$ cat src/rtl/mem_stage_lsu.sv
// MEM-stage load/store unit: req/ack data-memory handshake with timeout, store lane
// formatting, load alignment/extension and the MEM/WB pipeline register.
module mem_stage_lsu #(
  parameter int DATA_W  = 32,
  parameter int PC_W    = 32,
  parameter int RD_W    = 5,
  parameter int TIMEOUT = 255
) (
  input  logic              clk,
  input  logic              rst,
  input  logic [DATA_W-1:0] alu_result_mem,
  input  logic [DATA_W-1:0] read_data2_forwarded_mem,
  input  logic [2:0]        funct3_mem,
  input  logic [RD_W-1:0]   rd_mem,
  input  logic              memread_mem,
  input  logic              memwrite_mem,
  input  logic              memtoreg_mem,
  input  logic              regwrite_mem,
  input  logic              branchjalx_mem,
  input  logic [PC_W-1:0]   pcplus4_mem,
  output logic              dmem_req,
  output logic              dmem_we,
  output logic [DATA_W-1:0] dmem_addr,
  output logic [DATA_W-1:0] dmem_wdata,
  output logic [3:0]        dmem_wstrb,
  input  logic [DATA_W-1:0] dmem_rdata,
  input  logic              dmem_ack,
  output logic              mem_stall,
  output logic              misalign_err,
  output logic              bus_err,
  output logic              regwrite_wb,
  output logic [RD_W-1:0]   rd_wb,
  output logic              memtoreg_wb,
  output logic              branchjalx_wb,
  output logic [DATA_W-1:0] read_data_wb,
  output logic [DATA_W-1:0] alu_result_wb,
  output logic [PC_W-1:0]   pcplus4_wb
);

  localparam int CNT_W = 8;

  typedef enum logic {S_IDLE, S_WAIT} state_t;

  state_t            state_q, state_d;
  logic [CNT_W-1:0]  cnt_q, cnt_d;

  logic              is_mem;
  logic              misaligned;
  logic              access;
  logic              at_limit;
  logic              timeout;
  logic [1:0]        off;
  logic [DATA_W-1:0] load_data;

  // Byte/half selection by address offset, sign- or zero-extended per funct3.
  function automatic logic [DATA_W-1:0] load_extend(
    input logic [2:0]        f3,
    input logic [1:0]        lane,
    input logic [DATA_W-1:0] word
  );
    logic [DATA_W-1:0]        shifted;
    logic signed [7:0]        b;
    logic signed [15:0]       h;
    logic signed [DATA_W-1:0] b_sx;
    logic signed [DATA_W-1:0] h_sx;
    shifted = word >> {lane, 3'b000};
    b       = shifted[7:0];
    h       = shifted[15:0];
    b_sx    = b;
    h_sx    = h;
    case (f3)
      3'b000:  return b_sx;
      3'b001:  return h_sx;
      3'b100:  return {{(DATA_W-8){1'b0}}, shifted[7:0]};
      3'b101:  return {{(DATA_W-16){1'b0}}, shifted[15:0]};
      default: return word;
    endcase
  endfunction

  assign off        = alu_result_mem[1:0];
  assign is_mem     = memread_mem | memwrite_mem;
  assign misaligned = is_mem & (((funct3_mem[1:0] == 2'b01) & off[0]) |
                                ((funct3_mem[1:0] == 2'b10) & (off != 2'b00)));
  assign access     = is_mem & ~misaligned;
  assign at_limit   = (state_q == S_WAIT) && (cnt_q == CNT_W'(TIMEOUT));
  assign timeout    = access & ~dmem_ack & at_limit;

  // rst gates the request path so a reset mid-transaction drops req at once.
  assign dmem_req  = ~rst & access;
  assign mem_stall = ~rst & access & ~dmem_ack & ~at_limit;
  assign dmem_we   = memwrite_mem;
  assign dmem_addr = {alu_result_mem[DATA_W-1:2], 2'b00};
  assign load_data = load_extend(funct3_mem, off, dmem_rdata);

  always_comb begin
    dmem_wstrb = 4'h0;
    dmem_wdata = read_data2_forwarded_mem;
    case (funct3_mem[1:0])
      2'b00: begin
        dmem_wstrb = 4'b0001 << off;
        dmem_wdata = {4{read_data2_forwarded_mem[7:0]}};
      end
      2'b01: begin
        dmem_wstrb = 4'b0011 << off;
        dmem_wdata = {2{read_data2_forwarded_mem[15:0]}};
      end
      default: dmem_wstrb = 4'hF;
    endcase
    if (!memwrite_mem) dmem_wstrb = 4'h0;
  end

  always_comb begin
    state_d = state_q;
    cnt_d   = cnt_q;
    case (state_q)
      S_IDLE: begin
        if (access && !dmem_ack) begin
          state_d = S_WAIT;
          cnt_d   = CNT_W'(1);
        end
      end
      S_WAIT: begin
        if (dmem_ack || at_limit || !access) begin
          state_d = S_IDLE;
          cnt_d   = '0;
        end else begin
          cnt_d = cnt_q + CNT_W'(1);
        end
      end
      default: begin
        state_d = S_IDLE;
        cnt_d   = '0;
      end
    endcase
  end

  always_ff @(posedge clk or posedge rst) begin
    if (rst) begin
      state_q <= S_IDLE;
      cnt_q   <= '0;
    end else begin
      state_q <= state_d;
      cnt_q   <= cnt_d;
    end
  end

  // ---- MEM/WB boundary: bubble while stalled, squash writeback on errors ----
  always_ff @(posedge clk or posedge rst) begin
    if (rst) begin
      misalign_err  <= 1'b0;
      bus_err       <= 1'b0;
      regwrite_wb   <= 1'b0;
      rd_wb         <= '0;
      memtoreg_wb   <= 1'b0;
      branchjalx_wb <= 1'b0;
      read_data_wb  <= '0;
      alu_result_wb <= '0;
      pcplus4_wb    <= '0;
    end else begin
      misalign_err <= misaligned;
      bus_err      <= timeout;
      if (mem_stall) begin
        regwrite_wb   <= 1'b0;
        rd_wb         <= '0;
        memtoreg_wb   <= 1'b0;
        branchjalx_wb <= 1'b0;
        read_data_wb  <= '0;
        alu_result_wb <= '0;
        pcplus4_wb    <= '0;
      end else begin
        rd_wb         <= rd_mem;
        branchjalx_wb <= branchjalx_mem;
        alu_result_wb <= alu_result_mem;
        pcplus4_wb    <= pcplus4_mem;
        if (misaligned || timeout) begin
          regwrite_wb  <= 1'b0;
          memtoreg_wb  <= 1'b0;
          read_data_wb <= '0;
        end else begin
          regwrite_wb  <= regwrite_mem;
          memtoreg_wb  <= memtoreg_mem;
          read_data_wb <= memread_mem ? load_data : '0;
        end
      end
    end
  end

endmodule

$ cat config.mk
export PLATFORM = sky130hd
export DESIGN_NAME = mem_stage_lsu
export DESIGN_NICKNAME = d
export VERILOG_FILES = /design/src/rtl/mem_stage_lsu.sv
export SDC_FILE = /design/constraint.sdc
export NUM_CORES = 1
export LEC_CHECK = 0
export ABC_CLOCK_PERIOD_IN_PS = 4300
export BUFFER_PORTS_ARGS = -buffer_cell sky130_fd_sc_hd__buf_2
export CORE_AREA = 2 2 123 125
export CTS_CLUSTER_SIZE = 20
export DETAILED_ROUTE_END_ITERATION = 10
export DIE_AREA = 0 0 125 127
export GPL_ROUTABILITY_DRIVEN = 0
export PLACE_DENSITY_LB_ADDON = 0.15
export RECOVER_POWER = 25
export SLEW_MARGIN = 30
export SYNTH_ARGS = -nofsm -noshare
export SYNTH_HDL_FRONTEND = slang
export SYNTH_SLANG_ARGS = --single-unit
$ cat constraint.sdc
create_clock -name clk -period 4.3 [get_ports clk]
set_input_delay 0.43 -clock clk [delete_from_list [all_inputs] [get_ports clk]]
set_output_delay 0.43 -clock clk [all_outputs]
set_load 0.02 [all_outputs]
==> results of run 1 <==
==> area by class of cell <==
| cell class | instances | share of cell area [%] |
|---|---|---|
| clock buffer | 20 | 6.32 |
| clock inverter | 12 | 2.13 |
| inverter | 7 | 0.398 |
| multi-input combinational | 295 | 26.6 |
| sequential | 115 | 39.8 |
| tap | 184 | 3.19 |
| timing repair buffer | 322 | 21.6 |
==> synth_stat cells <==
cell,n
or4_1,2
o21ba_2,1
dfrtp_1,115
o22ai_1,7
nand2b_1,8
ha_1,1
a2111o_1,1
nand2_1,24
clkinv_1,1
nor2b_1,72
a221o_1,1
a211oi_1,1
buf_6,7
o311ai_0,1
and3b_1,1
nand3_1,8
mux2_2,18
a21boi_0,4
buf_1,1
o211ai_1,3
xnor2_1,1
clkbuf_1,18
nor3_1,15
conb_1,1
buf_2,2
a2111oi_4,1
o21ai_0,10
and4_1,1
inv_1,6
mux2i_1,17
or2_2,2
and2_1,2
nor3b_1,16
and3_1,4
buf_4,42
o2bb2ai_1,9
o21a_1,3
o31a_1,1
a21oi_1,25
or3_1,2
nand4_1,8
nor2_1,23
==> critical path, delay by kind of cell <==
family,cells,cell delay (ns)
compound gates,2,0.92
simple gates,1,0.58
buf+inv,2,0.84
==> registers in the layout, indices dropped and copies added, names as in the netlist <==
register and count:
alu_result_wb 32, pcplus4_wb 32, read_data_wb 32, cnt_q 8
rd_wb 5, branchjalx_wb 1, bus_err 1, memtoreg_wb 1
misalign_err 1, regwrite_wb 1, state_q 1
==> routing by layer <==
metal | up-vias | GRT usage [%] | part of all wire, %
li1 | 2148 | - | -
met1 | 2178 | 24.2 | 40
met3 | 17 | 5.57 | 7.2
met4 | 0 | 5.95 | 1.4
met2 | 231 | 34.5 | 51
met5 | - | 0 | 0
==> through the flow <==
stage	setup WS [ns]	instances	utilization, %	hold WS, ns	power, W
floorplan	0.286	487	-	0.488	0.00154
finish	1.08	955	50.1	0.132	0.00313
CTS	1.38	955	50.5	0.134	0.00318
detailed placement	1.39	923	46.3	0.524	0.00174
global placement	1.43	923	46.3	0.528	0.00173
global route	0.845	955	50.1	0.199	0.00327
==> placed cells by master, fill, tap and decap left out, types with 2 or more instances in the layout <==
cell        count
nor2b_1        72
clkinv_2        2
o211ai_1        3
or4_1           2
nor3_1         15
dfrtp_1       115
or3_1           2
and2_1          2
nand2_1        24
buf_4           3
a21boi_0        4
clkbuf_1       55
nor2_1         22
o21a_1          3
mux2i_1        17
nand2b_1        8
bufinv_16       3
buf_2         264
conb_1          2
inv_1           5
a21oi_1        25
or2_2           2
o21ai_0        10
o2bb2ai_1       9
mux2_2         18
clkinvlp_4      6
nand4_1         8
nor3b_1        16
clkbuf_16      17
clkbuf_8        2
nand3_1         8
o22ai_1         7
and3_1          3
==> how the worst max path moves through the flow <==
stage	startpoint	end	slack (ns)
2_1_floorplan	rst	mem_stall	0.29
3_3_place_gp	funct3_mem[0]	mem_stall	1.43
3_5_place_dp	funct3_mem[0]	mem_stall	1.39
4_1_cts	funct3_mem[0]	mem_stall	1.38
5_1_grt	funct3_mem[0]	mem_stall	0.85
6_report	funct3_mem[0]	mem_stall	1.08
==> power by group through the flow <==
stage          combinational, W  clock, W  sequential (W)
2_1_floorplan          0.000263         0         0.00128
3_3_place_gp           0.000540         0         0.00119
5_1_grt                0.000579   0.00151         0.00118
6_report               0.000534   0.00143         0.00117
3_5_place_dp           0.000547         0         0.00119
4_1_cts                0.000549   0.00146         0.00117
==> cells by family (layout without fill, tap and decap cells) <==
logic type | count (synthesis) | after routing | share of synthesized area (%)
adders and majority gates | 1 | 1 | 0.236
xor gates and xnor gates | 1 | 1 | 0.166
DFF | 115 | 115 | 54.4
and+or+nand+nor | 188 | 188 | 20.0
other | 1 | 2 | 0.0709
muxes | 35 | 35 | 7.05
buffers and inverters | 77 | 361 | 9.48
AOI/OAI and AO/OA | 68 | 68 | 8.63
==> results.md, run 1 <==
* 1st-pass router iterations at 4
* Outcome: completed
* Drt via density at approximately 4.8
* Reg area at 2880 µm²
* Worst-Margin Slew at 0.821 ns
* Worst Path Max Fanout at 23
* Setup Fix Bufs, Post-CTS at 0
* Die X at about 130 µm
* Layout cells sized above 1 at 42.0%
* Synth Warn # at 0
* Setup crit end kind: primary output
* Clk_skew at 0.0188 ns
* CP required at roughly 3.9 ns
* Crit-path slowest cell: a2111oi_4
* Die footprint at 15900 µm²
* Die height at between 100 and 150 µm
* Setup-failing EPs final at 0
* Leading post-synthesis cells by cell area: dfrtp_1 (54%), nor2b_1 (8.5%), buf_4 (6.0%)
* Post-synth top area cell: dfrtp_1
* Max Buffers Root-to-Sink at 2
* Core box area at ~14000 µm²
* Slew Limit Headroom at between 40% and 50%
* Max-capacitance violation count at 0
* DRC at 0
* Filler instances at 1428
* Nets@finish at 903
* Sequential Power Share at between 30% and 40%
* Final min period at 3.22 ns
* Switching power at around 0.00085 W
* Internal power at approximately 0.0023 W
* Routed Wire Length at about 16000 µm
* Initial Utilization at around 37%
* Number of global-route vias before repair at 4569
* Syn_area_per_cell at 10.9 µm²
* Yosys reg bits at roughly 120
* Startpoint Class: input pin
* Initial antenna violation count at 0
* Clock sinks at ~120
* Pwr dens at between 400 and 500 nW/µm²
* IR drop worst, VDD at around 0.28 mV
* HPWL after detailed placement at between 10000 and 15000 µm
* Final period util at ~75%
* Leak Pwr at 3.62 nW
* R2r worst-path depth at 6
* Unrepaired setup endpoints after global routing: false
* Yosys top cell area share at a little over half
* CP Class: input pin to primary output
* Reg clk slew, reported paths at approximately 0.05 ns
* Sequential-to-total area share from yosys stat at a little over half
* Post-synthesis cell type count at 42
* Post-CTS Hold Buffers at 0
* Wire length per cell at about 17 µm
* Final instance area at approximately 7200 µm²
* N_diodes at 0
* Mapped Cells at about 490
* # IOs at 321
* Port Buffers at 318
* Final slew viol count at 0
* Reg-to-Reg End: pcplus4_wb[5]$_DFF_PP0_
* Placed Area at about 6700 µm²
* FP Rows at between 40 and 50
* CTS tree: yes
* Largest net degree at the start of global routing at slightly below 70
* DRT iter0 DRCs at 297
* CP max stage delay at 0.63 ns
* Fmax at approximately 310 MHz
* Synth Cell Area at ~5300 µm²
* Worst r2r src: cnt_q[0]$_DFFE_PP0P_
* Final antenna-violating net count at 0
* Inserted Clock Buffers at 17
* H-tree levels at 4
* First-pass GRT wire length at ~25000 µm
* Net Sw Frac at between 20% and 30%
* Worst-Skew Late Latency at 0.41 ns
* Clock network fraction of total power at a little under half
* Vias at 4574
* Hold Path Class: input pin to asynchronous set/reset pin
* Hold Fails Final Rpt at 0
* Quantity of gates resized following cts at 0
* Logic gate share of total power at around 17%
* P&R area growth vs syn at 36.5%
* CP Cell Sequence: clkbuf_1 -> o21ba_2 -> a2111oi_4 -> and3_2 -> buf_2
* Setup TNS at 0 ns
* Root Driver: clkbuf_16
* GR Overflow Total at 0
* All-layer global routing usage at 19.9%
* Area of the multi-input gates at approximately 1900 µm²
* Worst path arrival time at about 2.8 ns
* R2R Setup Slk at between 2 and 2.5 ns
(Power assumes the default switching activity.)
==> run 2: changes to the inputs <==
Settings changed: ABC_CLOCK_PERIOD_IN_PS 4300 to 3200.
Clock period 4.3 ns to 3.2 ns, I/O delays scaled along.
==> results.md, run 2 (synthesis results as in run 1) <==
* Outcome: complete, but fails checks
* Failing checks: capacitance limit, slew limit
* Inserted Clock Buffers at 17
* Worst r2r src: cnt_q[0]$_DFFE_PP0P_
* Leak Pwr at between 3 and 4 nW
* First-pass GRT wire length at around 25000 µm
* Initial antenna violation count at 1
* Quantity of gates resized following cts at 0
* Final period util at 75.0%
* Clock sinks at about 120
* Clk_skew at between 0.008 and 0.009 ns
* Unrepaired setup endpoints after global routing: false
* N_diodes at 0
* Biggest regs: alu_result_wb x32, pcplus4_wb x32, read_data_wb x32
* Layout cells sized above 1 at between 40% and 50%
* Final antenna-violating net count at 0
* Fmax at between 400 and 500 MHz
* # IOs at approximately 320
* DRT iter0 DRCs at around 290
* Die footprint at 15900 µm²
* GR Overflow Total at 0
* Worst-Margin Slew at between 2 and 2.5 ns
* 1st-pass router iterations at 5
* IR drop worst, VDD at 0.351 mV
* Die height at approximately 130 µm
* HPWL after detailed placement at roughly 12000 µm
* Setup-failing EPs final at 0
* Largest net degree at the start of global routing at 73
* Hold Path Class: input pin to flip-flop
* Setup crit end kind: primary output
* Worst Path Max Fanout at 9
* Worst path arrival time at around 2.1 ns
* Number of global-route vias before repair at ~4700
* Hold Fails Final Rpt at 0
* H-tree levels at 4
* Port Buffers at around 320
* P&R area growth vs syn at 38.0%
* DRC at 0
* Wire length per cell at 16.6 µm
* Final min period at about 2.4 ns
* Smallest hold slack at 0.130 ns
* Drt via density at 4.89
* Slew Limit Headroom at -51.3%
* Pwr dens at a little under 600 nW/µm²
* Startpoint Class: flip-flop
* All-layer global routing usage at 20.1%
* Final slew viol count at about 120
* Commonest non-fill, non-tap cell in the layout: buf_2
* Max Buffers Root-to-Sink at 2
* Core box area at around 14000 µm²
* Initial Utilization at ~37%
* Critical path origin: cnt_q[0]$_DFFE_PP0P_
* Setup TNS at 0 ns
* Worst hold path startpoint: pcplus4_mem[19]
* Routed Wire Length at between 15000 and 20000 µm
* Root Driver: clkbuf_16
* Max-capacitance violation count at 2
* Reg clk slew, reported paths at approximately 0.05 ns
* Setup Fix Bufs, Post-CTS at 0
* Vias at ~4700
* Die X at 125 µm
* CP Class: flip-flop to primary output
* Most frequent cells in the layout: buf_2 (317), dfrtp_1 (115), nor2b_1 (72)
* Post-CTS Hold Buffers at 0
* CP required at ~2.9 ns
* FP Rows at 44
* Worst-Skew Late Latency at about 0.41 ns
* CTS tree: yes
* Nets@finish at 905
run 2: cell types whose count changed in the layout (fill, tap and decap cells not counted):
cell / change
buf_2: +53
clkbuf_8: +1
clkinv_2: +1
inv_4: -1
buf_12: +1
clkinvlp_2: +1
clkinvlp_4: -3
clkbuf_2: +1
inv_6: -1
clkbuf_1: -50
buf_6: -1
run 2: report_power, final:
part	leakage [nW]	internal (W)	switching, W
clock network	0.289	0.00128	0.000630
logic	2.04	0.000267	0.000464
registers	1.45	0.00155	0.0000294
run 2: metal layers:
metal,wire [µm],vias up,GRT usage [%]
met2,8210,276,35.5
li1,-,2159,-
met3,1310,32,5.53
met5,0,-,0
met4,423,0,9.22
met1,5970,2211,22.7
run 2: worst max-delay path: stages, from the launching register on:
cell and delay (ns):
dfrtp_1 0.39, ha_1 0.25, nand4_1 0.12, or2_2 0.37, and3_2 0.34, buf_2 0.19
run 2: worst paths after layout:
check	end	slack [ns]	depth (start not counted)
max	mem_stall	0.80	5
min	pcplus4_wb[19]$_DFF_PP0_	0.13	2
max reg2reg	read_data_wb[24]$_DFF_PP0_	1.16	5
min reg2reg	cnt_q[1]$_DFFE_PP0P_	0.55	1
max in group asynchronous	pcplus4_wb[29]$_DFF_PP0_	0.99	3
min in group asynchronous	read_data_wb[19]$_DFF_PP0_	0.72	3
run 2: area by class of cell:
| type | instances | area [µm²] |
|---|---|---|
| timing repair buffer | 324 | 1640 |
| multi-input combinational | 295 | 1920 |
| fill | 1380 | 7120 |
| inverter | 7 | 27.5 |
| clock inverter | 9 | 128 |
| clock buffer | 23 | 478 |
| sequential | 115 | 2880 |
| tap | 184 | 230 |
run 2: stage by stage:
step,setup WS [ns],area [µm²],util (%),std cells,power [W]
6_report,0.801,7300,50.6,957,0.00422
5_1_grt,0.393,7300,50.6,957,0.00440
4_1_cts,0.779,7310,50.7,957,0.00428
3_5_place_dp,0.796,6700,46.5,925,0.00234
3_3_place_gp,0.878,6700,46.5,925,0.00233
2_1_floorplan,0.174,5300,-,487,0.00207
